[src/rtl/axi_lite_read_arbiter.sv]
// Two-requester round-robin arbiter in front of a single AXI-Lite read master port.
// One transaction in flight; the winner owns the downstream port from AR handshake to R handshake.
module axi_lite_read_arbiter #(
    parameter int DATA_WIDTH = 32,
    parameter int ADDR_WIDTH = 8,
    parameter int RESP_WIDTH = 3
) (
    input  logic                  axi_aclk,
    input  logic                  axi_aresetn,

    input  logic [ADDR_WIDTH-1:0] s0_axi_araddr,
    input  logic                  s0_axi_arvalid,
    output logic                  s0_axi_arready,
    output logic [DATA_WIDTH-1:0] s0_axi_rdata,
    output logic [RESP_WIDTH-1:0] s0_axi_rresp,
    output logic                  s0_axi_rvalid,
    input  logic                  s0_axi_rready,

    input  logic [ADDR_WIDTH-1:0] s1_axi_araddr,
    input  logic                  s1_axi_arvalid,
    output logic                  s1_axi_arready,
    output logic [DATA_WIDTH-1:0] s1_axi_rdata,
    output logic [RESP_WIDTH-1:0] s1_axi_rresp,
    output logic                  s1_axi_rvalid,
    input  logic                  s1_axi_rready,

    output logic [ADDR_WIDTH-1:0] m_axi_araddr,
    output logic                  m_axi_arvalid,
    input  logic                  m_axi_arready,
    input  logic [DATA_WIDTH-1:0] m_axi_rdata,
    input  logic [RESP_WIDTH-1:0] m_axi_rresp,
    input  logic                  m_axi_rvalid,
    output logic                  m_axi_rready,

    output logic                  grant,
    output logic                  busy
);

    typedef enum logic [1:0] {
        ST_IDLE = 2'd0,
        ST_ADDR = 2'd1,
        ST_DATA = 2'd2
    } state_t;

    state_t                r_state;
    state_t                w_state_nxt;
    logic                  r_last_grant;
    logic                  r_grant;
    logic                  r_arvalid;
    logic [ADDR_WIDTH-1:0] r_araddr;

    logic                  w_req_any;
    logic                  w_win;
    logic                  w_accept;
    logic                  w_sel_rready;

    // Tie goes to the requester that did not win last time.
    always_comb begin
        w_req_any = s0_axi_arvalid | s1_axi_arvalid;
        if (s0_axi_arvalid && s1_axi_arvalid) begin
            w_win = ~r_last_grant;
        end else begin
            w_win = s1_axi_arvalid;
        end
        w_accept     = (r_state == ST_IDLE) && w_req_any;
        w_sel_rready = r_grant ? s1_axi_rready : s0_axi_rready;
    end

    always_comb begin
        w_state_nxt    = r_state;
        s0_axi_arready = 1'b0;
        s1_axi_arready = 1'b0;
        s0_axi_rvalid  = 1'b0;
        s0_axi_rdata   = '0;
        s0_axi_rresp   = '0;
        s1_axi_rvalid  = 1'b0;
        s1_axi_rdata   = '0;
        s1_axi_rresp   = '0;
        m_axi_rready   = 1'b0;
        case (r_state)
            ST_IDLE: begin
                if (w_req_any) begin
                    s0_axi_arready = ~w_win;
                    s1_axi_arready = w_win;
                    w_state_nxt    = ST_ADDR;
                end
            end
            ST_ADDR: begin
                if (m_axi_arready) begin
                    w_state_nxt = ST_DATA;
                end
            end
            ST_DATA: begin
                m_axi_rready = w_sel_rready;
                if (r_grant) begin
                    s1_axi_rvalid = m_axi_rvalid;
                    s1_axi_rdata  = m_axi_rdata;
                    s1_axi_rresp  = m_axi_rresp;
                end else begin
                    s0_axi_rvalid = m_axi_rvalid;
                    s0_axi_rdata  = m_axi_rdata;
                    s0_axi_rresp  = m_axi_rresp;
                end
                if (m_axi_rvalid && w_sel_rready) begin
                    w_state_nxt = ST_IDLE;
                end
            end
            default: begin
                w_state_nxt = ST_IDLE;
            end
        endcase
    end

    // last_grant resets to 1 so s0 wins the first simultaneous request.
    always_ff @(posedge axi_aclk or negedge axi_aresetn) begin
        if (!axi_aresetn) begin
            r_state      <= ST_IDLE;
            r_last_grant <= 1'b1;
            r_grant      <= 1'b0;
            r_arvalid    <= 1'b0;
            r_araddr     <= '0;
        end else begin
            r_state <= w_state_nxt;
            if (w_accept) begin
                r_araddr     <= w_win ? s1_axi_araddr : s0_axi_araddr;
                r_arvalid    <= 1'b1;
                r_grant      <= w_win;
                r_last_grant <= w_win;
            end else if ((r_state == ST_ADDR) && m_axi_arready) begin
                r_arvalid <= 1'b0;
            end
        end
    end

    assign m_axi_araddr  = r_araddr;
    assign m_axi_arvalid = r_arvalid;
    assign grant         = r_grant;
    assign busy          = (r_state != ST_IDLE);

endmodule

[config.mk]
export PLATFORM = sky130hd
export DESIGN_NAME = axi_lite_read_arbiter
export DESIGN_NICKNAME = d
export VERILOG_FILES = /design/src/rtl/axi_lite_read_arbiter.sv
export SDC_FILE = /design/constraint.sdc
export NUM_CORES = 1
export LEC_CHECK = 0
export ABC_AREA = 1
export ABC_CLOCK_PERIOD_IN_PS = 1500
export CORE_ASPECT_RATIO = 0.8
export CORE_MARGIN = 8
export CORE_UTILIZATION = 26
export DETAILED_ROUTE_END_ITERATION = 8
export GPL_ROUTABILITY_DRIVEN = 0
export HOLD_SLACK_MARGIN = 0.08
export PLACE_DENSITY = 0.8
export SYNTH_ARGS = -nofsm -noshare
export SYNTH_HDL_FRONTEND = slang
export SYNTH_SLANG_ARGS = --single-unit
export TNS_END_PERCENT = 30
[constraint.sdc]
create_clock -name axi_aclk -period 1.5 [get_ports axi_aclk]
set_clock_uncertainty 0.2 [all_clocks]
set_input_delay 0.3 -clock axi_aclk [delete_from_list [all_inputs] [get_ports axi_aclk]]
set_output_delay 0.3 -clock axi_aclk [all_outputs]
set_load 0.02 [all_outputs]
==> impl_metrics.py, run 1 <==
metrics = {
    "placement": {
        "hpwl_um": 5570,
        "io_buffers": 144,
        "placedInstanceArea_mm2": 0.00305,
    },
    "worst_setup_path": {
        "cp.required_ps": 1000,
        "crit_buf_inv": 3,
        "crit_path_max_fanout": 26,
        "critPathTopFamily": "buffers and inverters",
        "critPathKind": "flip-flop to primary output",
        "cp.arrival_ps": 1390,
        "start_kind": "flip-flop",
        "cp-end-kind": "primary output",
        "cp_cell_sequence": "inv_2 -> nor2_4 -> nand2_2 -> buf_12 -> nor2_1 -> buf_4",
        "crit_path_max_incr_delay_ps": 360,
        "cpMaxStageDelayCell": "dfrtp_1",
    },
    "synth": {
        "synth_area_mm2": 0.00115,
        "synth_xor_area_share_pct": 0,
        "synth-simple-area-share_pct": 50.1,
        "synth_top_family_by_area": "simple AND/OR/NAND/NOR gates",
        "yosysTopAreaCell": "dfrtp_1",
        "syn_area_per_cell_um2": 5.58,
        "syn_nets": 265,
        "synth.area.top_cells": "dfrtp_1 (26%), nor2_1 (24%), inv_1 (14%)",
        "ys.warnings.count": 0,
        "synth.distinct_cells": 18,
        "synthAdderAreaFrac_pct": 0,
        "yosysTopAreaCellShare_pct": 26.1,
        "synth-seq-cells": 13,
        "synth_mux_area_share_pct": 0,
        "synth_compound_area_share_pct": 1.85,
        "postSynthCellCount": 206,
        "ys_seq_area_share_pct": 28.4,
    },
    "die": {
        "die_w_um": 90.3,
        "start_util_pct": 27.3,
        "die_h_um": 75.5,
        "core_area_mm2": 0.00420,
        "row_count": 21,
        "die-area_mm2": 0.00681,
        "pin_count": 145,
    },
    "routing": {
        "first_pass_iters": 4,
        "postRouteAntennaNets": 0,
        "via_per_inst": 4.41,
        "vias": 1898,
        "drt-total-wl_um": 7030,
        "drc": 0,
        "wl_per_cell_um": 16.3,
        "drt_iter0_markers": 36,
    },
    "timing": {
        "report.final.slew_viol_count": 0,
        "hold_viol_final": 0,
        "setup_viol_count_final": 76,
        "worst_slack_ps": -386,
        "setup_tns_ps": -23800,
        "worst_pin_slew_ps": 251,
        "min_period_over_period_pct": 126,
        "fmax_ghz": 0.530,
        "rsz0062_at_grt": "yes",
        "relSlewSlack_pct": 83.4,
        "min_period_ps": 1890,
    },
    "global_routing": {
        "use_met3_pct": 5.81,
        "grt_use_met2_pct": 31.5,
        "grt_pass1_vias": 1821,
        "grt_max_degree": 27,
        "gr-max-usage-layer": "met2",
        "overflow": 0,
        "global_route.usage.met1_pct": 20.8,
        "grt_pass1_wl_um": 9680,
        "grt_usage_pct": 17.8,
        "antenna_found_initial": 0,
    },
    "status": {
        "outcome": "finished with violations",
        "failed_checks": "setup timing",
    },
    "layout": {
        "n_fill_cell": 287,
        "seqCellArea_um2": 328,
        "multiInputGateArea_um2": 967,
        "syn_to_final_growth_pct": 190,
        "mostFrequentLayoutCell": "buf_6",
        "final_net_count": 433,
        "final_cell_mix": "buf_6 (62), clkdlybuf4s50_1 (57), inv_1 (43)",
        "drive_gt1_share_pct": 50.9,
        "num_antenna_cells": 0,
        "fin_area_mm2": 0.00333,
    },
    "pwr": {
        "vdd_drop_max_mv": 0.861,
        "p_leak_uw": 0.00167,
        "power_density_mw_per_mm2": 1260,
    },
    "cts": {
        "ctsHtreeMaxLevel": 1,
        "cts_root_buf": "clkbuf_8",
        "cts_made_buffers": 3,
        "cts.path.max_buffers": 2,
        "clk_latency_ps": 240,
        "cts_tree": "built",
        "cts_sinks": 13,
        "clkSlewWorstSetupHoldPaths_ps": 60,
    },
    "min_path": {
        "hold_class": "primary input to async pin",
    },
    "flow_run": {
        "maxCapViolations": 0,
    },
}
-- kinds of logic after synthesis --
group,after synthesis
flops,13
compound gates,3
buf+inv,55
simple gates,135
-- final cells by class --
| type | instances | share of cell area (%) |
|---|---|---|
| Inverter | 47 | 5.37 |
| Tap cell | 57 | 2.14 |
| Sequential cell | 13 | 9.84 |
| Clock buffer | 4 | 1.35 |
| Multi-Input combinational cell | 138 | 29.0 |
| Timing Repair Buffer | 171 | 52.3 |
-- where the power goes --
group	switching, µW	internal [µW]
logic	1770	1450
registers	121	537
clock network	123	187
total	2010	2180
-- path summary, 6_finish.rpt --
path / from / slack, ps / end / cells past startpoint
setup reg to reg: r_state[0]$_DFFE_PN0P_ / 70 / m_axi_araddr[5]$_DFFE_PN0P_ / 8
setup / recovery: r_state[1]$_DFFE_PN0P_ / -390 / s1_axi_rresp[1] / 6
hold / removal: axi_aresetn / 160 / m_axi_araddr[2]$_DFFE_PN0P_ / 2
max in group asynchronous: axi_aresetn / 720 / r_last_grant$_DFFE_PN1P_ / 2
min in group axi_aclk: m_axi_arvalid$_DFFE_PN0P_ / 280 / m_axi_arvalid$_DFFE_PN0P_ / 2
hold reg to reg: m_axi_arvalid$_DFFE_PN0P_ / 280 / m_axi_arvalid$_DFFE_PN0P_ / 2
-- synth_stat cells --
library cell  instances
nand3_1               9
o21ai_0               1
nor2_4                2
dfrtp_1              12
nand2_4               1
inv_1                44
a21oi_2               1
buf_2                 6
nand2_2               4
o31ai_1               1
buf_4                 1
nand2_1              38
nand3b_1              6
buf_6                 1
dfstp_2               1
and2_1                1
inv_2                 3
nor2_1               74
-- metrics by stage --
step           instances  util (%)  total power [µW]  hold slack, ps  setup slack [ps]
6_report             430      79.2              4190             155              -386
5_1_grt              430      79.2              4430             166              -461
4_1_cts              428      76.3              4050             158              -356
3_5_place_dp         421      72.6              3580             268              -770
3_3_place_gp         421      72.6              3550             263              -754
2_1_floorplan        206         -              2180            -196              -122
-- registers in the layout, summed over array words and instances (netlist names) --
register	flops
r_state	2
m_axi_arvalid	1
r_last_grant	1
grant	1
m_axi_araddr	8
-- what timing repair did --
action / 4_1_cts / 5_1_grt
gates resized for setup: 466 / 26
endpoints found under the setup margin: 86 / 81
gates cloned: 1 / 0
setup buffers: 2 / 2
pin swaps: 7 / 3
hold buffers: 0 / 0
-- per-layer routing --
layer	wire length [µm]	part of all wire (%)
met1	2810	40
met2	3600	51
met3	520	7.4
met4	97	1.4
met5	0	0
(Power assumes the default switching activity.)
==> run 2, diff against run 1 <==
--- a/config.mk
+++ b/config.mk
@@ -14,6 +14,8 @@
 export GPL_ROUTABILITY_DRIVEN = 0
 export HOLD_SLACK_MARGIN = 0.08
 export PLACE_DENSITY = 0.8
+export SKIP_LAST_GASP = 1
+export SLEW_MARGIN = 20
 export SYNTH_ARGS = -nofsm -noshare
 export SYNTH_HDL_FRONTEND = slang
 export SYNTH_SLANG_ARGS = --single-unit
==> run 2 against run 1 <==
  * The run still ends with setup timing left
  * Clock power hardly changed
  * Via count shrank 1.8%
  * Power decreased by 2.4%
  * Largest power group unchanged
  * Highest routed layer unchanged
==> impl_metrics.py, run 2 (same netlist as run 1, synthesis figures left out) <==
metrics = {
    "status": {
        "outcome": "finished with violations",
        "failed_checks": "setup timing",
    },
    "die": {
        "die_h_um": 75.5,
        "die-area_mm2": 0.00681,
        "row_count": 21,
        "start_util_pct": 27.3,
        "core_area_mm2": 0.00420,
        "pin_count": 145,
        "die_w_um": 90.3,
    },
    "routing": {
        "postRouteAntennaNets": 0,
        "via_per_inst": 4.34,
        "wl_per_cell_um": 15.9,
        "drt_iter0_markers": 31,
        "vias": 1863,
        "drt-total-wl_um": 6810,
        "drc": 0,
        "first_pass_iters": 4,
    },
    "layout": {
        "final_core_util_pct": 75.5,
        "final_net_count": 432,
        "final_cell_mix": "clkdlybuf4s50_1 (67), inv_1 (43), buf_4 (40)",
        "fin_area_mm2": 0.00318,
        "drive_gt1_share_pct": 49.2,
        "mostFrequentLayoutCell": "clkdlybuf4s50_1",
        "stdcell_count": 429,
        "num_antenna_cells": 0,
        "largest_register_ffs": 8,
        "syn_to_final_growth_pct": 176,
    },
    "worst_setup_path": {
        "cp_cell_sequence": "inv_2 -> nor2_4 -> nand2_4 -> buf_6 -> nor2_2 -> buf_2",
        "crit_path_max_fanout": 6,
        "start_kind": "flip-flop",
        "cpMaxStageDelayCell": "dfrtp_1",
        "critPathKind": "flip-flop to primary output",
        "cp-end-kind": "primary output",
        "cp.arrival_ps": 1360,
        "cp.required_ps": 1000,
        "crit_path_max_incr_delay_ps": 360,
    },
    "pwr": {
        "power_density_mw_per_mm2": 1290,
        "clockPowerShare_pct": 7.6,
        "vdd_drop_max_mv": 0.914,
        "p_sw_uw": 1950,
        "p_leak_uw": 0.00162,
        "seqPwrFrac_pct": 16.0,
        "power_frac_comb_pct": 76.4,
        "netSwitchingFraction_pct": 47.7,
        "p_int_uw": 2140,
    },
    "placement": {
        "place_ws_ps": -770,
        "io_buffers": 144,
        "placedInstanceArea_mm2": 0.00305,
        "hpwl_um": 5570,
        "dp.cells": 421,
    },
    "cts": {
        "cts_made_buffers": 3,
        "ctsHtreeMaxLevel": 1,
        "clk_latency_ps": 240,
        "cts.path.max_buffers": 2,
        "cts_sinks": 13,
        "clkSlewWorstSetupHoldPaths_ps": 60,
        "cts_hold_buf": 0,
        "cts_tree": "built",
        "cts_root_buf": "clkbuf_8",
    },
    "global_routing": {
        "grt_max_degree": 27,
        "overflow": 0,
        "grt_pass1_wl_um": 9880,
        "grt_usage_pct": 18.1,
        "antenna_found_initial": 0,
        "grt_pass1_vias": 1842,
    },
    "timing": {
        "relSlewSlack_pct": 82.7,
        "worst_slack_ps": -365,
        "report.final.slew_viol_count": 0,
        "min_period_ps": 1860,
        "min_period_over_period_pct": 124,
        "hold_viol_final": 0,
        "timing.hold.ws_ps": 154,
        "rsz0062_at_grt": "yes",
        "fmax_ghz": 0.536,
        "setup_viol_count_final": 86,
        "worst_pin_slew_ps": 258,
    },
    "min_path": {
        "hold_class": "primary input to async pin",
    },
    "flow_run": {
        "maxCapViolations": 0,
    },
}
-- run 2: cell count changes in the layout (fill, tap and decap cells not counted), moves of 4 or more --
cell             change
buf_6               -27
buf_2               +17
clkdlybuf4s50_1     +10
dlygate4sd2_1        -9
buf_4                +4
-- run 2: power groups by stage --
| stage | combinational (µW) | sequential, µW | clock [µW] |
|---|---|---|---|
| floorplan | 1370 | 807 | 0 |
| global placement | 2900 | 652 | 0 |
| detailed placement | 2930 | 649 | 0 |
| CTS | 3000 | 650 | 317 |
| global route | 3320 | 671 | 340 |
| finish | 3120 | 655 | 309 |
-- run 2: worst paths after layout --
check | start | endpoint | slack [ps] | depth (start not counted)
worst max-delay path | r_state[1]$_DFFE_PN0P_ | s0_axi_rdata[28] | -360 | 6
worst min-delay path | axi_aresetn | m_axi_araddr[2]$_DFFE_PN0P_ | 150 | 2
worst max register to register | r_state[0]$_DFFE_PN0P_ | m_axi_araddr[5]$_DFFE_PN0P_ | 80 | 8
worst min register to register | m_axi_arvalid$_DFFE_PN0P_ | m_axi_arvalid$_DFFE_PN0P_ | 280 | 2
max in group asynchronous | axi_aresetn | r_last_grant$_DFFE_PN1P_ | 720 | 2
min in group axi_aclk | m_axi_arvalid$_DFFE_PN0P_ | m_axi_arvalid$_DFFE_PN0P_ | 280 | 2
-- run 2: layout make-up --
class | instances | area [µm²]
repair buffers | 170 | 1620
fillers | 319 | 1030
multi-input cells | 138 | 937
flip-flops and latches | 13 | 328
inverters | 47 | 179
well taps | 57 | 71.3
clock buffers | 4 | 45.0
-- run 2: worst max-delay path, delay by kind of cell, from the launching register on --
kind / cells / cell delay, ps
and+or+nand+nor: 3 / 370
DFF: 1 / 360
buffers and inverters: 3 / 400
-- run 2: routing by layer --
metal / global-route usage (%) / vias up / part of all wire [%]
met5: 0 / - / 0
met4: 3.86 / 0 / 0.79
met3: 5.31 / 6 / 7.0
met2: 31.9 / 90 / 50
met1: 21.6 / 846 / 42
li1: - / 921 / -
-- run 2: timing repair --
action | in CTS | in global routing
pin swaps | 6 | 2
cloned | 1 | 0
endpoints found under the setup margin | 86 | 87
setup buffers | 2 | 1
resized for setup | 383 | 37
-- run 2: through the flow --
| stage | setup TNS [ps] | total power, µW |
|---|---|---|
| floorplan | -3150 | 2180 |
| global placement | -42830 | 3550 |
| detailed placement | -43940 | 3580 |
| CTS | -28070 | 3970 |
| global route | -32760 | 4330 |
| finish | -26580 | 4090 |
==> patch, RTL diff (flow settings as in run 1) <==
The 3 states of `state_t` get a one-hot encoding in 3 bits.
--- a/src/rtl/axi_lite_read_arbiter.sv
+++ b/src/rtl/axi_lite_read_arbiter.sv
@@ -37,8 +37,8 @@
 );
 
-    typedef enum logic [1:0] {
-        ST_IDLE = 2'd0,
-        ST_ADDR = 2'd1,
-        ST_DATA = 2'd2
+    typedef enum logic [2:0] {
+        ST_IDLE = 3'b001,
+        ST_ADDR = 3'b010,
+        ST_DATA = 3'b100
     } state_t;
 
Function: no difference found for any inputs over 10 cycles, from zero or initial values and one cycle with axi_aresetn low; not proved beyond that.
==> patch against run 1 <==
- the flow still finishes with violations (setup timing)
- design area is 5.7% lower
- sequential cell count is 1 higher
- sequential share of layout area is 1.4 points higher
- wire length is 6.8% lower
- register-to-register slack worse by 0.24 ns
- synthesized area is 9.2% higher
- worst setup slack worse by 0.083 ns
- total power is 25% lower
==> patch: results <==
metrics = {
    "yosys": {
        "ys.flop_type": "dfrtp_1",
        "async_flop_share_pct": 100.0,
        "synthesis.nets": 269,
        "ys_seq_area_share_pct": 28.14,
        "yosys_warnings": 0,
        "ys_top_cells_by_count": "nor2_1, nand2_1, inv_1",
        "syn_inst": 210,
        "synth.distinct_cells": 17,
        "synth_area_leaders": "dfrtp_1, nor2_1, nand2_1, inv_1, buf_6",
    },
    "place": {
        "placed_area_mm2": 0.002989,
        "dp.cells": 430,
        "dpl_worst_slack_ns": -0.8397,
        "portBuffers": 144,
        "hpwl_mm": 5.442,
    },
    "detailed_routing": {
        "firstDrtPassIters": 4,
        "drt_iter0_drc": 64,
        "drt-total-wl_mm": 6.551,
        "via_per_inst": 4.291,
    },
    "setup_path": {
        "r2r_end": "m_axi_araddr[1]$_DFFE_PN0P_",
        "arrival_ns": 1.47,
        "cp-startpoint": "r_state[0]$_DFFE_PN1P_",
        "rrSetupSlack_ns": -0.17,
        "cp-endpoint": "s0_axi_rdata[28]",
        "r2r_cells": 9,
        "cp_max_fo": 6,
    },
    "timing": {
        "hold_ws_ns": 0.1667,
        "relSlewSlack_pct": 83.87,
        "setup-tns-final_ns": -32.37,
        "finalSetupViolations": 86,
        "setup_ws_ns": -0.4694,
    },
    "finish": {
        "num_antenna_cells": 0,
        "fill_cells": 409,
        "fin_cells": 436,
        "drive_gt1_share_pct": 47.61,
        "area.growth.synth_to_final_pct": 150.6,
        "largest_reg_flops": 8,
    },
    "grt": {
        "first_global_vias": 1839,
        "grt_pass1_wl_mm": 9.680,
        "grt_start_max_net_pins": 21,
        "grtUsageTotal_pct": 16.40,
        "antenna_found_initial": 0,
    },
    "clock_tree": {
        "h-tree-depth": 1,
        "cts_buffers": 3,
        "cts_max_path_buffers": 2,
        "clkSlewWorstSetupHoldPaths_ns": 0.06,
        "cts_root_buf": "clkbuf_8",
        "clk_latency_ns": 0.24,
    },
    "power_and_ir_drop": {
        "leakage_nw": 1.659,
        "ir_drop_v": 0.0007770,
    },
    "outcome": {
        "status": "complete, but fails checks",
        "violations": "setup timing",
    },
    "min_path": {
        "hold_path_class": "input port to async pin",
    },
}
## patch: cell count changes after synthesis, moves of 5 or more
cell,before,now
nand3_1,9,3
nand2_1,38,43
nor2_2,0,8
nand3b_1,6,0
or2_2,0,5
buf_6,1,8
nor2_1,74,68
buf_2,6,0
o211ai_1,0,5
## patch: critical path, stage by stage, from the launching register on
cell and delay [ns]:
dfstp_2 0.36, inv_2 0.08, nand2_2 0.07, nor2_4 0.16, nand2_4 0.11, buf_4 0.17, nor2_1 0.12, buf_4 0.16
## patch: final cells by class
class,count,area share (%)
Timing Repair Buffer,170,52.05
Multi-Input combinational cell,143,27.36
Sequential cell,14,11.27
Inverter,45,5.496
Tap cell,60,2.389
Clock buffer,4,1.434
## patch: kinds of logic after synthesis
kind of cell    synth area share (%)
compound gates                 4.192
buf+inv                        20.66
flops                          28.14
simple gates                   47.00
## patch: repair_timing
| action | CTS | global route |
|---|---|---|
| setup endpoints to repair | 96 | 89 |
| resized for setup | 438 | 43 |
| cloned | 0 | 0 |
| setup buffers | 1 | 1 |
| pin swaps | 4 | 5 |
## patch: layer usage
| layer | track usage (%) | wire [µm] | vias to the layer above |
|---|---|---|---|
| li1 | - | - | 933 |
| met1 | 16.81 | 2342 | 853 |
| met2 | 31.43 | 3578 | 77 |
| met3 | 4.563 | 521 | 8 |
| met4 | 4.897 | 108 | 0 |
| met5 | 0 | 0 | - |
## patch: report_power, final
part	leakage, nW	switching, mW	internal, mW
Clock	0.0228	0.124	0.187
Combinational	1.47	1.16	0.980
Sequential	0.166	0.105	0.576
Total	1.66	1.39	1.74
